### src/rtl/uart_program_loader_if.sv
// uart_program_loader_if: instruction-memory write port plus loader status flags
interface uart_program_loader_if;
  logic [31:0] write_instr_data;
  logic        write_instr_valid;
  logic [31:0] write_byte_address;
  logic        start;
  logic        load_error;
  modport master (output write_instr_data, write_instr_valid, write_byte_address, start, load_error);
  modport slave  (input  write_instr_data, write_instr_valid, write_byte_address, start, load_error);
endinterface

### src/rtl/uart_program_loader.sv
// uart_program_loader: 8N1 UART boot loader writing a little-endian program image into instruction memory
module uart_program_loader #(
  parameter int unsigned CLK_FREQ  = 100_000_000,
  parameter int unsigned BAUD      = 115_200,
  parameter int unsigned MAX_WORDS = 1024
) (
  input  logic                  clk,
  input  logic                  rst,
  input  logic                  rx_serial,
  uart_program_loader_if.master wr
);
  localparam int unsigned CPB = CLK_FREQ / BAUD;
  localparam int unsigned CW  = $clog2(CPB) + 1;
  localparam logic [CW-1:0] HALF_M1 = CW'(CPB / 2 - 1);
  localparam logic [CW-1:0] FULL_M1 = CW'(CPB - 1);
  typedef enum logic [1:0] {RX_IDLE, RX_START, RX_DATA, RX_STOP} rx_state_e;
  typedef enum logic [1:0] {L_HDR, L_DATA, L_DONE, L_ERR} ld_state_e;
  logic [1:0]    sync_q;
  logic          rx_s;
  rx_state_e     rx_q, rx_d;
  logic [CW-1:0] cnt_q, cnt_d;
  logic [2:0]    bit_q, bit_d;
  logic [7:0]    sh_q, sh_d;
  logic          byte_valid_q, byte_valid_d, frame_err_q, frame_err_d;
  ld_state_e     ld_q, ld_d;
  logic [1:0]    idx_q, idx_d;
  logic [31:0]   asm_q, asm_d, wc_q, wc_d, wi_q, wi_d, data_q, data_d, addr_q, addr_d;
  logic          valid_q, valid_d, start_q, start_d, err_q, err_d;
  logic [31:0]   word;
  logic          in_load, last_byte;
  assign rx_s = sync_q[1];
  always_comb begin
    rx_d         = rx_q;
    cnt_d        = cnt_q + 1'b1;
    bit_d        = bit_q;
    sh_d         = sh_q;
    byte_valid_d = 1'b0;
    frame_err_d  = 1'b0;
    case (rx_q)
      RX_IDLE: begin
        cnt_d = '0;
        rx_d  = rx_s ? RX_IDLE : RX_START;
      end
      RX_START: if (cnt_q == HALF_M1) begin
        cnt_d = '0;
        bit_d = '0;
        rx_d  = rx_s ? RX_IDLE : RX_DATA;
      end
      RX_DATA: if (cnt_q == FULL_M1) begin
        cnt_d = '0;
        sh_d  = {rx_s, sh_q[7:1]};
        bit_d = bit_q + 3'd1;
        rx_d  = (bit_q == 3'd7) ? RX_STOP : RX_DATA;
      end
      default: if (cnt_q == FULL_M1) begin
        cnt_d        = '0;
        rx_d         = RX_IDLE;
        byte_valid_d = rx_s;
        frame_err_d  = !rx_s;
      end
    endcase
  end
  // the received byte stays in sh_q until the next frame's first data sample
  assign word      = {sh_q, asm_q[31:8]};
  assign in_load   = (ld_q == L_HDR) || (ld_q == L_DATA);
  assign last_byte = byte_valid_q && idx_q == 2'd3;
  always_comb begin
    ld_d    = ld_q;
    idx_d   = idx_q;
    asm_d   = asm_q;
    wc_d    = wc_q;
    wi_d    = wi_q;
    data_d  = data_q;
    addr_d  = addr_q;
    valid_d = 1'b0;
    start_d = start_q;
    err_d   = err_q;
    if (frame_err_q && in_load) begin
      ld_d  = L_ERR;
      err_d = 1'b1;
    end else if (byte_valid_q && in_load) begin
      asm_d = word;
      idx_d = idx_q + 2'd1;
      if (last_byte && ld_q == L_HDR) begin
        wc_d    = word;
        ld_d    = (word == '0) ? L_DONE : (word > MAX_WORDS) ? L_ERR : L_DATA;
        start_d = word == '0;
        err_d   = word > MAX_WORDS;
      end else if (last_byte) begin
        data_d  = word;
        addr_d  = wi_q << 2;
        valid_d = 1'b1;
        wi_d    = wi_q + 32'd1;
        ld_d    = (wi_q + 32'd1 == wc_q) ? L_DONE : L_DATA;
        start_d = wi_q + 32'd1 == wc_q;
      end
    end
  end
  always_ff @(posedge clk or negedge rst)
    if (!rst) begin
      sync_q       <= 2'b11;
      rx_q         <= RX_IDLE;
      cnt_q        <= '0;
      bit_q        <= '0;
      sh_q         <= '0;
      byte_valid_q <= 1'b0;
      frame_err_q  <= 1'b0;
      ld_q         <= L_HDR;
      idx_q        <= '0;
      asm_q        <= '0;
      wc_q         <= '0;
      wi_q         <= '0;
      data_q       <= '0;
      addr_q       <= '0;
      valid_q      <= 1'b0;
      start_q      <= 1'b0;
      err_q        <= 1'b0;
    end else begin
      sync_q       <= {sync_q[0], rx_serial};
      rx_q         <= rx_d;
      cnt_q        <= cnt_d;
      bit_q        <= bit_d;
      sh_q         <= sh_d;
      byte_valid_q <= byte_valid_d;
      frame_err_q  <= frame_err_d;
      ld_q         <= ld_d;
      idx_q        <= idx_d;
      asm_q        <= asm_d;
      wc_q         <= wc_d;
      wi_q         <= wi_d;
      data_q       <= data_d;
      addr_q       <= addr_d;
      valid_q      <= valid_d;
      start_q      <= start_d;
      err_q        <= err_d;
    end
  assign wr.write_instr_data   = data_q;
  assign wr.write_instr_valid  = valid_q;
  assign wr.write_byte_address = addr_q;
  assign wr.start              = start_q;
  assign wr.load_error         = err_q;
endmodule

### src/flat_wrapper.sv
// flat-port wrapper written by rule: the top's interface ports become plain ports
module uart_program_loader_flat 
#(
  parameter int unsigned CLK_FREQ  = 100_000_000,
  parameter int unsigned BAUD      = 115_200,
  parameter int unsigned MAX_WORDS = 1024
)
  (clk, rst, rx_serial, wr_write_instr_data, wr_write_instr_valid, wr_write_byte_address, wr_start, wr_load_error);
  uart_program_loader_if wr_i ();
  input  logic clk;
  input  logic rst;
  input  logic rx_serial;
  output wire logic [$bits(wr_i.write_instr_data)-1:0] wr_write_instr_data;
  output wire logic [$bits(wr_i.write_instr_valid)-1:0] wr_write_instr_valid;
  output wire logic [$bits(wr_i.write_byte_address)-1:0] wr_write_byte_address;
  output wire logic [$bits(wr_i.start)-1:0] wr_start;
  output wire logic [$bits(wr_i.load_error)-1:0] wr_load_error;
  assign wr_write_instr_data = wr_i.write_instr_data;
  assign wr_write_instr_valid = wr_i.write_instr_valid;
  assign wr_write_byte_address = wr_i.write_byte_address;
  assign wr_start = wr_i.start;
  assign wr_load_error = wr_i.load_error;
  uart_program_loader #(.CLK_FREQ(CLK_FREQ), .BAUD(BAUD), .MAX_WORDS(MAX_WORDS)) u_core (.clk(clk), .rst(rst), .rx_serial(rx_serial), .wr(wr_i));
endmodule
### config.mk
export PLATFORM = sky130hd
export DESIGN_NAME = uart_program_loader_flat
export DESIGN_NICKNAME = d
export VERILOG_FILES = /design/src/rtl/uart_program_loader_if.sv /design/src/rtl/uart_program_loader.sv /design/src/flat_wrapper.sv
export SDC_FILE = /design/constraint.sdc
export NUM_CORES = 1
export LEC_CHECK = 0
export ABC_AREA = 0
export CORE_AREA = 2 2 160 162
export DETAILED_ROUTE_END_ITERATION = 7
export DIE_AREA = 0 0 162 164
export DONT_BUFFER_PORTS = 1
export GPL_ROUTABILITY_DRIVEN = 1
export SLEW_MARGIN = 10
export SYNTH_ARGS = -nofsm -noshare
export SYNTH_HDL_FRONTEND = slang
export SYNTH_SLANG_ARGS = --single-unit
### constraint.sdc
create_clock -name clk -period 3.1 [get_ports clk]
set_input_delay 0.155 -clock clk [delete_from_list [all_inputs] [get_ports clk]]
set_output_delay 0.155 -clock clk [all_outputs]
set_load 0.01 [all_outputs]
==> results.md <==
- Synth Area in Compound Gates: around 4.4%
- Iteration-0 DRC Markers: about 450
- Final hold vios: 185
- H-Tree Depth: 4
- Crit Path Category: flip-flop to flip-flop
- Vias in the first global route: between 5000 and 6000
- Startpoint Class: flip-flop
- Num Clock Sinks: 185
- Crit end category: flip-flop
- #FFs+latches synth: between 150 and 200
- Post-Synth Adder-Cell Area: 0.8720%
- WL/cell: 16.73 um
- Final worst path period share: 92.97%
- Hold crit path type: input port to async pin
- Initial antenna violation count: 0
- Main synth FF type: dfrtp_1
- ANT nets after route: 0
- Pins over their slew limit: 0
- Setup slack, reg-to-reg: between 0.2 and 0.25 ns
- Core footprint: approximately 0.025 sq mm
- Placed inst area: ~0.0089 sq mm
- First-pass GRT wire length: approximately 32000 um
- Final hold slack: -0.5829 ns
- RSZ-0062 raised after global routing: no
- Seq/Total Area, Yosys: a little over half
- Worst-Skew Late Latency: around 0.43 ns
- Worst slew pin tran: between 0.9 and 1 ns
- Final setup fails: 0
- Simple-gate share of the synthesized area: approximately a fifth
- Cell family with most CP delay: simple AND/OR/NAND/NOR gates
- Outcome: finished, violations left
- GP Congestion: 0.8427
- Yosys top cell by area: dfrtp_1
- Final Instance Area: 0.009510 sq mm
- Final TNS setup: 0 ns
- Post-Synthesis Cells: 830
- Synth cell types: 65
- Crit path largest cell delay: 0.49 ns
- Worst Path Buf+Inv: 1
- DP Wirelength: around 13000 um
- Worst r2r path cells: 9
- Post CTS Setup Buffer Count: 0
- CTS tree: built
- # diodes: 0
- Initial cell density of the core: 34.69%
- Reg2reg end: u_core.ld_q[0]$_DFFE_PN0P_
- Max-cap viol count: 0
- Port Buf Inserts: 0
- Fraction of layout cells with a size suffix above 1: 16.35%
- Routed wire length: 19440 um
- Max Fclk: ~350 MHz
- Synthesized area: 0.008610 sq mm
- Slowest-stage cell, CP: dfrtp_1
- Top cells by count, synth: nand2_1 (212), dfrtp_1 (183), mux2_2 (66)
- Pleak: between 4 and 5 nW
- Row count: 58
- Failing checks: negative hold slack
- Crit path required time: between 3 and 4 ns
- Post-synthesis mux area share: under 10%
- Synth-to-Final Area Change: 10.46%
- Yosys warning count: 0
- Die width: about 160 um
- Most frequent cell after synthesis: nand2_1
- Relative slew slack: 35.22%
- Vias per cell: between 5 and 6
- Die area: approximately 0.027 sq mm
- Nets: between 800 and 900
- Clock Path Buffers: 2
- Via count: around 6000
- Crit Path Max Fanout: 11
- CP cell instances: ha_2 -> nand3_1 -> nor3_1 -> buf_4 -> nand4_1 -> xnor2_1 -> a2111o_1 -> or4_4 -> o21a_1
- Data arrival, critical path: about 3.2 ns
- Top-area cell type share of the netlist area: a little over half
- Clock-pin slew on the worst setup and hold paths: 0.07 ns
- DRC: 0
- Peak supply drop: approximately 0.3 mV
- Min Tclk post-route: slightly below 3 ns
- Global route overflow: 0
- CTS root buffer: clkbuf_16
- Ports: 70
- Die height: about 160 um
- Largest net degree at the start of global routing: between 150 and 200
- Number of iterations in the first detailed-routing pass: 5
- Combinational family with the most area after synthesis: simple AND/OR/NAND/NOR gates
- FFs w/ async S/R, synth: 100.0%
- XOR/XNOR share of the synthesized area: around 8.3%
- GRT Util Overall: between 10% and 20%
- PwrDens: slightly below 500 mW/mm^2
- Synthesized area per cell: 10.37 sq um
- Skew final: ~0.01 ns
- Worst r2r src: u_core.wi_q[0]$_DFFE_PN0P_
- Largest cells by area after synthesis: dfrtp_1 (53%), nand2_1 (9.2%), mux2_2 (8.6%)
- # hold bufs at CTS: 1
- CTS buffer count: 17
- Post-synth EDFFs: 0
## layout make-up
type,instances,area [sq um]
timing repair buffer,22,167.7
tap,330,412.9
fill,2476,15310
multi-input combinational,581,3664
clock buffer,19,442.9
inverter,12,45.04
sequential,185,4632
clock inverter,13,146.4
## stage by stage
stage                     total power, mW  cells  setup WS, ns  utilization (%)
after floorplan                     2.466    831        0.5604                -
after global placement              2.464   1129        0.3104            35.89
after detailed placement            2.464   1129        0.2292            35.89
after CTS                           4.652   1162        0.2028            38.31
after global routing                4.754   1162       0.05467            38.32
final                               4.601   1162        0.2181            38.32
## kinds of logic (layout without fill, tap and decap cells)
kind of cell             Yosys count  after routing
AO/OA/AOI/OAI                     54             54
XOR/XNOR                          82             82
adder cells (fa/ha/maj)            6              6
buffers and inverters             65             66
flip-flops                       185            185
multiplexers                      69             69
other                              1              2
AND/OR/NAND/NOR                  368            368
## power by group
group | internal, mW | switching, mW | leakage (nW)
combinational | 0.000999 | 0.00141 | 1.75
sequential | 2.41 | 0.00111 | 2.56
clock | 1.17 | 1.01 | 0.289
total | 3.58 | 1.02 | 4.60
## worst max path at each step
| stage | from | to | slack [ns] | cells past startpoint |
|---|---|---|---|---|
| after floorplan | u_core.wi_q[0]$_DFFE_PN0P_ | u_core.ld_q[0]$_DFFE_PN0P_ | 0.56 | 9 |
| after global placement | u_core.wi_q[0]$_DFFE_PN0P_ | u_core.ld_q[0]$_DFFE_PN0P_ | 0.31 | 9 |
| after detailed placement | u_core.wi_q[0]$_DFFE_PN0P_ | u_core.ld_q[0]$_DFFE_PN0P_ | 0.23 | 9 |
| after CTS | u_core.wi_q[0]$_DFFE_PN0P_ | u_core.ld_q[0]$_DFFE_PN0P_ | 0.20 | 9 |
| after global routing | u_core.wi_q[0]$_DFFE_PN0P_ | u_core.ld_q[0]$_DFFE_PN0P_ | 0.05 | 9 |
| final | u_core.wi_q[0]$_DFFE_PN0P_ | u_core.ld_q[0]$_DFFE_PN0P_ | 0.22 | 9 |
## flip-flops by register name, summed over array words and instances (netlist names), 2 cells and up
register / count
u_core.asm_q: 24
u_core.bit_q: 3
u_core.cnt_q: 11
u_core.idx_q: 2
u_core.ld_q: 2
u_core.rx_q: 2
u_core.sh_q: 8
u_core.sync_q: 2
u_core.wc_q: 32
u_core.wi_q: 32
u_core.wr.write_byte_address: 30
u_core.wr.write_instr_data: 32
## cell usage in the layout (no fill, tap or decap), types with 3 or more instances in the layout
master | synthesis | routed
dfrtp_1 | 183 | 183
nor4_1 | 18 | 18
buf_4 | 6 | 21
nand3_1 | 31 | 30
mux2i_1 | 3 | 3
or4_1 | 3 | 3
mux2_2 | 66 | 66
xnor2_1 | 49 | 49
nand4_1 | 22 | 22
nand2_1 | 212 | 212
nor2_1 | 39 | 39
o21a_1 | 4 | 4
inv_1 | 12 | 11
o2111ai_1 | 3 | 3
o21ai_0 | 14 | 14
ha_1 | 6 | 5
inv_8 | 0 | 5
inv_6 | 0 | 4
clkbuf_16 | 0 | 17
and3_1 | 4 | 4
nand4b_1 | 4 | 4
nor3_1 | 12 | 12
xor2_1 | 33 | 33
a31oi_1 | 3 | 3
a21oi_1 | 7 | 7
or3_1 | 4 | 4
## layer usage
| layer | wire, um | vias up | track usage (%) | share of wire, % |
|---|---|---|---|---|
| met2 | 8705 | 134 | 23.21 | 45 |
| li1 | - | 2798 | - | - |
| met5 | 0 | - | 0 | 0 |
| met1 | 9365 | 2913 | 21.88 | 48 |
| met3 | 1083 | 20 | 4.318 | 5.6 |
| met4 | 290 | 0 | 4.747 | 1.5 |
## timing repair
item	4_1_cts	5_1_grt
setup endpoints to repair	0	1
hold endpoints to repair	186	185
gates resized for setup	0	1
Note: power is estimated with default switching activity, not from simulation.
